==> src/rtl/reg_in_unit.sv <==
// reg_in_unit: the host reads the external input buffers through this block.
//   Each raw pin passes through a 2-FF synchronizer. Each port then has a
//   debouncer that compares the whole port at once. A port raises a change flag
//   when a new value is accepted. Reads have a fixed 1-cycle latency. The IRQ
//   output is maskable per port.
// Ports:
//   clk, rst_n      clock, async active-low reset
//   data_in_to_buf  raw pins, port p = [p*PORT_W +: PORT_W]
//   rd_req/rd_addr  read strobe and port index
//   clr_all         clear every change flag
//   irq_en          per-port interrupt enable
//   rd_valid        read result valid; rd_data = {chg, zeros, value}
//   chg_flags       live change flags
//   irq             registered OR of enabled change flags

// Per-port lane: synchronizer, debounce counter, accepted value, change flag.
module reg_in_port #(
  parameter int PORT_W     = 8,
  parameter int DEB_CYCLES = 4
) (
  input  logic              clk,
  input  logic              rst_n,
  input  logic [PORT_W-1:0] pin_i,
  input  logic              clr_i,
  output logic [PORT_W-1:0] deb_val_o,
  output logic              chg_o
);
  localparam int CNT_W = $clog2(DEB_CYCLES + 1);

  logic [PORT_W-1:0] sync1_q, sync2_q, deb_q;
  logic [CNT_W-1:0]  cnt_q;
  logic              chg_q;
  logic              differ, accept;

  assign differ = (sync2_q != deb_q);
  assign accept = differ && (cnt_q == CNT_W'(DEB_CYCLES - 1));

  always_ff @(posedge clk or negedge rst_n) begin
    if (!rst_n) begin
      sync1_q <= '0;
      sync2_q <= '0;
      deb_q   <= '0;
      cnt_q   <= '0;
      chg_q   <= 1'b0;
    end else begin
      sync1_q <= pin_i;
      sync2_q <= sync1_q;
      // Any return to the accepted value restarts the persistence count.
      if (!differ) begin
        cnt_q <= '0;
      end else if (accept) begin
        deb_q <= sync2_q;
        cnt_q <= '0;
      end else begin
        cnt_q <= cnt_q + 1'b1;
      end
      // A new event on the same edge beats any clear, so no event is lost.
      chg_q <= accept | (chg_q & ~clr_i);
    end
  end

  assign deb_val_o = deb_q;
  assign chg_o     = chg_q;
endmodule

module reg_in_unit #(
  parameter int NUM_PORTS  = 16,
  parameter int PORT_W     = 8,
  parameter int DEB_CYCLES = 4,
  parameter int ADDR_W     = 4
) (
  input  logic                        clk,
  input  logic                        rst_n,
  input  logic [NUM_PORTS*PORT_W-1:0] data_in_to_buf,
  input  logic                        rd_req,
  input  logic [ADDR_W-1:0]           rd_addr,
  input  logic                        clr_all,
  input  logic [NUM_PORTS-1:0]        irq_en,
  output logic                        rd_valid,
  output logic [15:0]                 rd_data,
  output logic [NUM_PORTS-1:0]        chg_flags,
  output logic                        irq
);
  logic [NUM_PORTS-1:0][PORT_W-1:0] deb_val;
  logic [NUM_PORTS-1:0]             chg, clr_vec;
  logic [15:0]                      rd_word_d, rd_data_q;
  logic                             rd_valid_q, irq_q;

  for (genvar p = 0; p < NUM_PORTS; p++) begin : g_port
    // A read of port p clears its flag on the same edge that the read is accepted.
    assign clr_vec[p] = clr_all | (rd_req && (rd_addr == ADDR_W'(p)));

    reg_in_port #(
      .PORT_W     (PORT_W),
      .DEB_CYCLES (DEB_CYCLES)
    ) u_port (
      .clk       (clk),
      .rst_n     (rst_n),
      .pin_i     (data_in_to_buf[p*PORT_W +: PORT_W]),
      .clr_i     (clr_vec[p]),
      .deb_val_o (deb_val[p]),
      .chg_o     (chg[p])
    );
  end

  // Decode loop instead of indexing: an address with no matching port reads as zero.
  always_comb begin
    rd_word_d = '0;
    for (int p = 0; p < NUM_PORTS; p++) begin
      if (rd_addr == ADDR_W'(p)) begin
        rd_word_d[15]         = chg[p];
        rd_word_d[PORT_W-1:0] = deb_val[p];
      end
    end
  end

  always_ff @(posedge clk or negedge rst_n) begin
    if (!rst_n) begin
      rd_valid_q <= 1'b0;
      rd_data_q  <= '0;
      irq_q      <= 1'b0;
    end else begin
      rd_valid_q <= rd_req;
      if (rd_req) rd_data_q <= rd_word_d;
      irq_q <= |(chg & irq_en);
    end
  end

  assign rd_valid  = rd_valid_q;
  assign rd_data   = rd_data_q;
  assign chg_flags = chg;
  assign irq       = irq_q;
endmodule

==> config.mk <==
export PLATFORM = sky130hd
export DESIGN_NAME = reg_in_unit
export DESIGN_NICKNAME = d
export VERILOG_FILES = /design/src/rtl/reg_in_unit.sv
export SDC_FILE = /design/constraint.sdc
export NUM_CORES = 1
export LEC_CHECK = 0
export BUFFER_PORTS_ARGS = -buffer_cell sky130_fd_sc_hd__buf_2
export CORE_ASPECT_RATIO = 1.4
export CORE_MARGIN = 5
export CORE_UTILIZATION = 35
export DETAILED_ROUTE_END_ITERATION = 7
export PLACE_DENSITY = 0.54
export SLEW_MARGIN = 30
export SYNTH_ARGS = -nofsm -noshare
export SYNTH_HDL_FRONTEND = slang
export SYNTH_SLANG_ARGS = --single-unit
==> constraint.sdc <==
create_clock -name clk -period 2.9 [get_ports clk]
set_input_delay 0.58 -clock clk [delete_from_list [all_inputs] [get_ports clk]]
set_output_delay 0.58 -clock clk [all_outputs]
set_load 0.05 [all_outputs]
After elaboration in Yosys (flattened, before gate mapping)
Index checks and enable logic that the tools add are counted.
- register bits: 459
- bits in latches: 0
- bits in writable memories: 0
- ROM bits: 0
- input port bits: 152
- output and inout bits: 34
- word-level logic and storage cells: 325
- memories: 0
- add/sub/neg operators: 16
- $mul: 0
- divide/modulo/power cells: 0
- order comparisons: 0
- equality and inequality tests: 47
- shift operators: 0
- muxes and demuxes: 64
- bitwise logic cells: 65
- reduce and logical (&&, ||, !) cells: 50
- operator list (kind ; number):
    2-to-1 mux 8 bit ; 16
    inequality test 8 bit ; 16
    2-to-1 mux 3 bit ; 32
    adder 3 x 1 -> 3 bit, second input constant ; 16
    == test 3 x 2 -> 1 bit, second input constant ; 16
    == test 4 bit, second input constant ; 8
    logical AND 1 bit ; 32
    OR 1 bit ; 32
    AND reduction 2 bit ; 16
    bitwise AND 1 bit ; 16
    bitwise AND 16 bit ; 1
    == test 4 x 3 -> 1 bit, second input constant ; 4
    2-to-1 mux 1 bit ; 16
    NOT 1 bit ; 16
    OR reduction 16 bit ; 1
    == test 4 x 2 -> 1 bit, second input constant ; 2
    == test 4 x 1 -> 1 bit, second input constant ; 1
    zero test 4 bit ; 1

Depth between registers and ports, before layout
Gate-level depths: netlist (run 1).
- depth after elaboration: 17
- mapped depth: 8
- mapped depth without buffers: 5

Hierarchy
A second synthesis (run 1) with hierarchy kept.
- cells, all modules: 1215
- area, all modules: 18023.5 µm²
- by module, submodules not included (module ; instances ; cells an instance ; area an instance (µm²) ; seq. area each (µm²)):
    reg_in_port ; 16 ; 56 ; 977.2 ; 700.7
    reg_in_unit ; 1 ; 319 ; 2388.5 ; 275.3

Least setup slack after synthesis (run 1)
No wires, ideal clock.
- kind: input to register
- start point: input port rd_addr[0]
- end point: register rd_data_q[2] (netlist: rd_data[2])
- setup time: 124 ps
- data arrival time: 1771 ps
- required time: 2776 ps
- path slack: 1005 ps
- cell stages on the path: 5
- buffers on the path: 1
- cells stage by stage: buf_6 -> mux4_2 -> o21bai_1 -> a31o_1 -> a211o_1
- longest elaborated chain between the ends: 17
- elaborated cells on any way between the ends: 32
- classes of those cells: eq/ne: 15; mux: 16; reduce/logical: 1
- ends and longest elaborated chain (element ; RTL line ; source):
    from (decl) ; 76 ; input logic [ADDR_W-1:0] rd_addr,
    zero test 4 bit ; 110 ; if (rd_addr == ADDR_W'(p)) begin
    2-to-1 mux 8 bit (15 in a row) ; 110 ;
    2-to-1 mux 8 bit (*) ; 110 ;
    to (signal assigned) ; 124 ; if (rd_req) rd_data_q <= rd_word_d;
    to (decl) ; 86 ; logic [15:0] rd_word_d, rd_data_q;
Mark *: on every way between the ends. The rest lies on a longest branch, timed or not.
A chain may end at the register's enable or synchronous reset.

Worst setup path in the final report (run 1)
- start point: register g_port[2].u_port.chg_q
- end point: output port chg_flags[2]
- RTL lines (element ; RTL line ; source):
    from (decl) ; 32 ; logic chg_q;
    from (signal assigned) ; 58 ; chg_q <= accept | (chg_q & ~clr_i);
    to (decl) ; 81 ; output logic [NUM_PORTS-1:0] chg_flags,
No word-level cell between the ends.

==> reports/qor.csv, run 1 <==
metric;value;unit
ys_types;55;
rsz0062_at_grt;false;
syn_area;17270;um2
skew;26.84;ps
grt_use_total;0.1561;
netlist_instances;1181;
cp.depth;1;
io-pin-count;186;
grt_pass1_wl;64370;um
p_leak;8.842;nW
cpPeakStageDelay;520;ps
met3_length;2217;um
drv_slew;0;
ctsRootBufferMaster;clkbuf_16;
wl_per_cell;20.23;um
dpl.hpwl;30940;um
max_cap_viol_count;0;
postCtsHoldBufs;1;
diodes;0;
p_total;15.08;mW
start_util;0.3525;
cts-resized-gates;0;
ctsLongestPathBuffers;3;
worstPathBufferInverterCount;1;
synth_area_leaders;dfrtp_1 66%, mux2_2 9.1%, xnor2_1 6.5%, nor3b_1 1.4%, nand4_1 1.3%;
finalSetupViolations;0;
outcome;finished, final reports clean;
worstMarginPinSlew;732.3;ps
post_cts_buffers;0;
hold_path.class;in -> reg;
worst_hold_slack;102.1;ps
coreArea;49010;um2
synth_top_cell_by_area;dfrtp_1;
layout.cells.non_filler;2053;
drive_gt1_frac;0.3206;
routed_wl;41530;um
place_ws;432.1;ps
p_per_area;736.6;nW/um2
die_w;197.8;um
insertion_delay;580;ps
drcViolationCount;0;
wl_met2;21650;um
relSlewSlack;0.5108;
final_common_cell;dfrtp_1;
routed_via_density;4.807;
cts_buffers;45;
worst_slack;846.3;ps
place.gp.congestion;0.8803;
syn_area_per_cell;14.63;um2
yosys_warnings;0;
finalCriticalPeriod;2054;ps
grt_pass1_vias;10840;
synth-edff-count;0;
tns;0;ps
path_cells;buf_2;
drt-initial-drc-count;427;
ant_nets;0;
final_cell_mix;459 x dfrtp_1, 177 x buf_2, 139 x mux2_2, 128 x xnor2_1, 45 x clkbuf_16;
grt_max_degree;80;
hold_violations;0;
rows;96;
vdd_drop_max;508.0;uV
reg2reg_depth;5;
cp-end-kind;output pin;
max_freq;486.9;MHz
yosys_register_bits;459;
antenna_found_initial;2;
wirelength_met1;16520;um
cp_data_required_time;2320;ps
clkSlewWorstSetupHoldPaths;60;ps
nNetsFinal;1549;
synthFlopType;dfrtp_1;
crit_family;flip-flops;
clock_sinks;459;
async_flop_share;1.000;
grt.overflow.total;0;
h-tree-depth;2;
finalCritPeriodShare;0.7082;
netlist.area_leader.share;0.6650;
crit_type;reg -> out;
io_buffers;178;
worstPathArrival;1470;ps
cp_max_fo;4;
seq_area_frac_synth;0.6650;
dp.cells;1970;
drtPass1Iterations;7;
synthToLayoutAreaGrowth;18.49;%
cts_tree;built;
startpoint_type;flip-flop;
vias;9869;
die_y;272.9;um
dieArea;53960;um2
slowest_stage;dfrtp_1;
highest_layer;met5;
hold_depth;1;
==> synthesized netlist by cell type, types with 16 or more instances <==
master and instances:
nand3_1 25, nand2_1 24, o21ai_0 20, nand2b_1 19, mux2i_1 18, xnor2_1 128
nor2_1 36, nand4_1 35, dfrtp_1 459, mux2_2 139, ha_1 16, nor3b_1 32
buf_4 24
==> path summary, 6_finish.rpt <==
| path | startpoint | endpoint | slack (ps) |
|---|---|---|---|
| setup / recovery | g_port[2].u_port.chg_o$_DFF_PN0_ | chg_flags[2] | 850 |
| hold / removal | data_in_to_buf[45] | g_port[5].u_port.sync1_q[5]$_DFF_PN0_ | 100 |
| setup reg to reg | g_port[13].u_port.deb_val_o[7]$_DFFE_PN0P_ | g_port[13].u_port.deb_val_o[1]$_DFFE_PN0P_ | 1000 |
| hold reg to reg | g_port[11].u_port.sync1_q[3]$_DFF_PN0_ | g_port[11].u_port.sync2_q[3]$_DFF_PN0_ | 340 |
| max in group asynchronous | rst_n | g_port[1].u_port.deb_val_o[4]$_DFFE_PN0P_ | 1450 |
| min in group asynchronous | rst_n | g_port[11].u_port.deb_val_o[2]$_DFFE_PN0P_ | 560 |
==> state kept, by name (all words and copies together), names as in the netlist <==
name,count
g_port.u_port.deb_val_o,128
rd_data,9
rd_valid,1
g_port.u_port.sync1_q,128
g_port.u_port.cnt_q,48
irq,1
g_port.u_port.chg_o,16
g_port.u_port.sync2_q,128
==> report_power, final <==
group / switching (mW) / internal, mW / total, mW
logic: 0.830 / 0.748 / 1.58
clock network: 2.48 / 3.55 / 6.03
registers: 0.557 / 6.91 / 7.46
==> layer usage <==
metal | track usage | vias to the layer above
met2 | 0.2717 | 267
met3 | 0.03441 | 64
met1 | 0.1936 | 5014
met4 | 0.04859 | 2
li1 | - | 4522
met5 | 0 | -
==> kinds of logic (layout without fill, tap and decap cells) <==
logic type	after synthesis	in the layout	share of synthesized area
DFF	459	459	0.6650
and+or+nand+nor	219	219	0.07302
muxes	164	164	0.1108
xor gates and xnor gates	128	128	0.06490
AOI/OAI and AO/OA	126	126	0.05165
buffers and inverters	68	297	0.02282
adders and majority gates	16	16	0.01159
other	1	7	0.0002171
==> cell type report <==
class | instances | area (um2)
Fill cell | 4619 | 28540
Clock buffer | 56 | 1217
Timing Repair Buffer | 205 | 1181
Clock inverter | 26 | 332.8
Multi-Input combinational cell | 660 | 5415
Tap cell | 637 | 797.0
Inverter | 10 | 37.54
Sequential cell | 459 | 11490
==> per-stage QoR <==
step / util / area, um2
floorplan: - / 17300
global placement: 0.3858 / 18910
detailed placement: 0.3858 / 18910
CTS: 0.4176 / 20470
global route: 0.4176 / 20470
finish: 0.4176 / 20470
Note: power is estimated with default switching activity, not from simulation.
==> run 2, diff against run 1 <==
Clock period 2.9 ns to 2.12 ns, I/O delays scaled along.
==> run 2 against run 1 <==
Net effect:
- sequential power up 37%
- cell area increased by 7.7%
- largest power group unchanged
- power grew 40%
- clock power increased by 42%
- critical path depth increased by 4
- via count grew 5.5%
- clock-buffer cell count decreased by 1
- utilization is 3.2 points higher
==> reports/qor.csv, run 2 (synthesis gave the netlist of run 1 again) <==
metric;value;unit;change
h-tree-depth;2;;unchanged
drcViolationCount;0;;unchanged
post_cts_buffers;0;;unchanged
synthToLayoutAreaGrowth;27.61;%;
hold_depth;2;;+1
antenna_found_initial;4;;+2
startpoint_type;flip-flop;;
crit_family;simple AND/OR/NAND/NOR gates;;
ant_nets;0;;unchanged
crit_type;reg -> reg;;
dp.cells;1995;;+1.3%
coreArea;49010;um2;unchanged
die_y;272.9;um;unchanged
io-pin-count;186;;unchanged
clkSlewWorstSetupHoldPaths;60;ps;about the same
max_freq;509.6;MHz;
cp.depth;5;;+4
p_per_area;960.6;nW/um2;+30%
max_cap_viol_count;0;;unchanged
r2r_setup_slack;160;ps;-840 ps
vias;10410;;+5.5%
met3_length;2117;um;-4.5%
grt_max_degree;65;;-19%
dieArea;53960;um2;unchanged
reg2reg_from;g_port[13].u_port.deb_val_o[3]$_DFFE_PN0P_;;
worstMarginPinSlew;788.9;ps;+56.65 ps
reg2reg_depth;5;;unchanged
drive_gt1_frac;0.3047;;-0.01597
dpl.hpwl;31890;um;+3.1%
worstPathBufferInverterCount;0;;-1
drt-initial-drc-count;466;;+9.1%
cts-resized-gates;0;;unchanged
highest_layer;met5;;
relSlewSlack;0.4730;;-0.03784
cts_tree;built;;
ctsRootBufferMaster;clkbuf_16;;
insertion_delay;580;ps;about the same
clock_sinks;459;;unchanged
vdd_drop_max;956.3;uV;+88%
wl_met2;22660;um;+4.7%
worstHoldEndpoint;g_port[15].u_port.chg_o$_DFF_PN0_;;
final_util;0.4498;;+0.03212
cpPeakStageDelay;630;ps;+110 ps
drv_slew;0;;unchanged
nFillCells;4435;;-4.0%
postCtsHoldBufs;129;;+128
routed_wl;42900;um;+3.3%
nNetsFinal;1701;;+9.8%
p_leak;9.544;nW;+7.9%
slowest_stage;nor2b_1;;
start_util;0.3525;;unchanged
r2r-end;g_port[13].u_port.deb_val_o[6]$_DFFE_PN0P_;;
final_common_cell;dfrtp_1;;
io_buffers;178;;unchanged
finalCritPeriodShare;0.9257;;
grt_pass1_wl;66170;um;+2.8%
ctsLongestPathBuffers;3;;unchanged
place.gp.congestion;0.8840;;+0.42%
path_cells;xnor2_1, nand4_1, nor2_1, nor2b_1, mux2_2;;
grt.overflow.total;0;;unchanged
cts_buffers;44;;-2.2%
grt_use_total;0.1605;;+0.004377
rows;96;;unchanged
die_w;197.8;um;unchanged
hold_violations;0;;unchanged
wirelength_met1;16950;um;+2.6%
grt_pass1_vias;11200;;+3.3%
skew;31.33;ps;+4.494 ps
worstPathArrival;2400;ps;+930 ps
hold_path.class;in -> reg;;
cp_data_required_time;2560;ps;+240 ps
outcome;finished, final reports clean;;
layout.cells.non_filler;2207;;+7.5%
drtPass1Iterations;5;;-2
rsz0062_at_grt;false;;
routed_via_density;4.717;;-1.9%
hp-start;clr_all;;
finalSetupViolations;0;;unchanged
cp-end-kind;flip-flop;;
wl_per_cell;19.44;um;-3.9%
finalCriticalPeriod;1962;ps;
cp_max_fo;9;;+5
final_cell_mix;459 x dfrtp_1, 177 x buf_2, 139 x mux2_2, 129 x dlygate4sd3_1, 128 x xnor2_1;;
## run 2: through the flow
stage	cell area [um2]	hold WS, ps	setup slack [ps]	total power, mW	setup TNS (ps)
2_1_floorplan	17300	128.4	380.8	11.58	0
3_3_place_gp	19130	334.8	-59.14	12.58	-80.92
3_5_place_dp	19130	334.7	-50.82	12.62	-93.78
4_1_cts	22040	61.40	133.3	21.52	0
5_1_grt	22040	70.17	25.58	22.12	0
6_report	22040	95.34	157.5	21.17	0
## run 2: layer usage
metal	GRT usage	vias up
li1	-	4830
met1	0.1955	5278
met2	0.2853	227
met3	0.03490	70
met4	0.04641	6
met5	0	-
## run 2: how the worst max path moves through the flow
stage / from / endpoint / slack [ps]
2_1_floorplan: rd_addr[0] / rd_data[2]$_DFFE_PN0P_ / 380
3_3_place_gp: rd_addr[1] / rd_data[2]$_DFFE_PN0P_ / -60
3_5_place_dp: rd_addr[1] / rd_data[5]$_DFFE_PN0P_ / -50
4_1_cts: g_port[13].u_port.deb_val_o[3]$_DFFE_PN0P_ / g_port[13].u_port.deb_val_o[6]$_DFFE_PN0P_ / 130
5_1_grt: g_port[13].u_port.deb_val_o[3]$_DFFE_PN0P_ / g_port[13].u_port.deb_val_o[1]$_DFFE_PN0P_ / 30
6_report: g_port[13].u_port.deb_val_o[3]$_DFFE_PN0P_ / g_port[13].u_port.deb_val_o[6]$_DFFE_PN0P_ / 160
## run 2: final cells by class
| type | instances | area (um2) | area share |
|---|---|---|---|
| Antenna cell | 1 | 2.502 | 0.0001135 |
| Clock buffer | 55 | 1182 | 0.05364 |
| Clock inverter | 27 | 432.9 | 0.01964 |
| Inverter | 10 | 37.54 | 0.001703 |
| Multi-Input combinational cell | 660 | 5415 | 0.2457 |
| Sequential cell | 459 | 11490 | 0.5211 |
| Tap cell | 637 | 797.0 | 0.03616 |
| Timing Repair Buffer | 358 | 2688 | 0.1219 |
## run 2: power breakdown
part           internal [mW]  switching [mW]  leakage (nW)  total (mW)
sequential              9.45           0.738          5.43        10.2
combinational           1.22            1.18          3.33        2.40
clock                   5.22            3.36         0.781        8.58
total                   15.9            5.28          9.54        21.2
==> run 3, diff against run 2 <==
Settings changed: CORE_ASPECT_RATIO 1.4 to not set, CORE_MARGIN 5 to not set, PLACE_DENSITY 0.54 to 0.49.
==> run 3 against run 2 <==
Net effect:
- sequential share of layout area shrank 0.71 points
- global-route usage grew 1.4 points
- hold slack lost 2.5 ps
- register-to-register slack gained 60 ps
- cell area grew 1.4%
- first-iteration DRC count grew 15%
- power grew 4.5%
- worst setup slack gained 23 ps
- cell count grew 1.8%
- clock-buffer cell count grew 10
- critical path type is now reg -> out
- critical endpoint is now chg_flags[1]
- largest cell class unchanged
==> reports/qor.csv, run 3 (synthesis gave the netlist of run 1 again) <==
metric;value;unit;change
outcome;finished, final reports clean;;
vdd_drop_max;589.5;uV;-38%
io_buffers;178;;unchanged
grt_max_degree;66;;+1.5%
p_leak;9.674;nW;+1.4%
reg2reg_depth;5;;unchanged
cp-end-kind;output pin;;
power.share.clock;0.430;;+0.025
worstPathArrival;1520;ps;-880 ps
routed_wl;42210;um;-1.6%
io-pin-count;186;;unchanged
cts_buffers;50;;+14%
relSlewSlack;0.4812;;+0.008243
start_util;0.3536;;+0.001137
nNetsFinal;1710;;+0.53%
h-tree-depth;2;;unchanged
ant_nets;0;;unchanged
drcViolationCount;0;;unchanged
die_y;224.2;um;-18%
cts-resized-gates;0;;unchanged
cp.depth;1;;-4
path_cells;buf_2;;
nFillCells;4439;;+0.090%
p_per_area;990.4;nW/um2;+3.1%
top_usage_layer;met2;;
grt.overflow.total;0;;unchanged
layout.area.seq;11490;um2;unchanged
r2r-end;g_port[13].u_port.deb_val_o[1]$_DFFE_PN0P_;;
p_total;22.13;mW;+4.5%
max_freq;515.5;MHz;+1.2%
place.gp.congestion;0.8345;;-5.6%
multi_input_area;5415;um2;unchanged
grt_pass1_wl;65340;um;-1.3%
r2r_setup_slack;220;ps;+60 ps
drt-initial-drc-count;538;;+15%
rsz0062_at_grt;false;;
finalCritPeriodShare;0.9150;;-0.01068
dp.cells;2025;;+1.5%
ctsLongestPathBuffers;3;;unchanged
cp-endpoint;chg_flags[1];;
dieArea;50240;um2;-6.9%
grtUsageMet1;0.2244;;+0.02887
finalSetupViolations;0;;unchanged
layout.cells.non_filler;2247;;+1.8%
intPower;16.65;mW;+4.8%
grt_use_total;0.1741;;+0.01367
reg2reg_from;g_port[13].u_port.deb_val_o[6]$_DFFE_PN0P_;;
startpoint_type;flip-flop;;
synthToLayoutAreaGrowth;29.37;%;
crit_type;reg -> out;;
worstMarginPinSlew;776.6;ps;-12.34 ps
final_common_cell;dfrtp_1;;
coreArea;48850;um2;-0.32%
clock_sinks;459;;unchanged
wl_per_cell;18.79;um;-3.4%
hold_violations;0;;unchanged
worst_hold_slack;92.85;ps;-2.492 ps
cp_max_fo;4;;-5
ctsRootBufferMaster;clkbuf_16;;
skew;20.14;ps;-11.19 ps
tns;0;ps;unchanged
clkSlewWorstSetupHoldPaths;60;ps;about the same
combPwrFrac;0.110;;-0.003
drive_gt1_frac;0.3121;;+0.007413
antenna_found_initial;4;;unchanged
diodes;0;;-1
cp_data_required_time;1700;ps;-860 ps
hold_path.class;in -> reg;;
seqPwrFrac;0.460;;-0.021
drtPass1Iterations;5;;unchanged
max_cap_viol_count;0;;unchanged
vias;10350;;-0.60%
post_cts_buffers;0;;unchanged
crit_family;flip-flops;;
switching_share;0.2479;;-0.001630
dpl.hpwl;30700;um;-3.7%
finalCriticalPeriod;1940;ps;-22.65 ps
rows;81;;-16%
cpPeakStageDelay;560;ps;-70 ps
die_w;224.2;um;+13%
grt_pass1_vias;11090;;-0.96%
final_cell_mix;459 x dfrtp_1, 177 x buf_2, 139 x mux2_2, 129 x dlygate4sd3_1, 128 x xnor2_1;;
slowest_stage;dfrtp_1;;
drv_slew;0;;unchanged
p_switching;5.486;mW;+3.9%
routed_via_density;4.606;;-2.4%
worst_slack;180.2;ps;+22.65 ps
place_ws;23.75;ps;+74.57 ps
insertion_delay;590;ps;about the same
worstPathBufferInverterCount;1;;+1
cts_tree;built;;
grt_use_met2;0.2889;;+0.003668
globalRouteMet3Util;0.03699;;+0.002089
crit_start;g_port[1].u_port.chg_o$_DFF_PN0_;;
## run 3: how the worst min path moves through the flow
stage / startpoint / slack (ps) / to / cells after the start
after floorplan: rst_n / 130 / g_port[0].u_port.chg_o$_DFF_PN0_ / 0
after global placement: g_port[13].u_port.sync1_q[6]$_DFF_PN0_ / 330 / g_port[13].u_port.sync2_q[6]$_DFF_PN0_ / 0
after detailed placement: g_port[0].u_port.sync1_q[2]$_DFF_PN0_ / 330 / g_port[0].u_port.sync2_q[2]$_DFF_PN0_ / 0
after CTS: clr_all / 60 / g_port[15].u_port.chg_o$_DFF_PN0_ / 2
after global routing: rd_req / 80 / rd_valid$_DFF_PN0_ / 1
final: clr_all / 90 / g_port[15].u_port.chg_o$_DFF_PN0_ / 2
## run 3: power by group through the flow
| stage | Combinational, mW | Sequential (mW) | Clock, mW |
|---|---|---|---|
| floorplan | 1.44 | 10.1 | 0 |
| global placement | 2.26 | 10.4 | 0 |
| detailed placement | 2.28 | 10.4 | 0 |
| CTS | 2.47 | 10.2 | 9.82 |
| global route | 2.65 | 10.3 | 10.2 |
| finish | 2.44 | 10.2 | 9.53 |
## run 3: routing by layer
metal,part of all wire,vias to the layer above
met2,0.48,210
met4,0.028,8
met3,0.045,78
met5,0.0011,-
li1,-,4864
met1,0.44,5189
## run 3: final cells by class
cell class	instances	area share
timing repair buffer	361	0.1224
clock buffer	65	0.06349
clock inverter	28	0.01893
tap	664	0.03718
sequential	459	0.5140
inverter	10	0.001680
multi-input combinational	660	0.2423
## run 3: repair_timing
item / CTS / global route
setup endpoints to repair: 0 / 0
endpoints found under the hold margin: 159 / 0
hold buffers: 129 / 0
## run 3: through the flow
| stage | cell area (um2) | util |
|---|---|---|
| floorplan | 17300 | - |
| global placement | 19210 | 0.3933 |
| detailed placement | 19210 | 0.3933 |
| CTS | 22350 | 0.4575 |
| global route | 22350 | 0.4575 |
| finish | 22350 | 0.4575 |
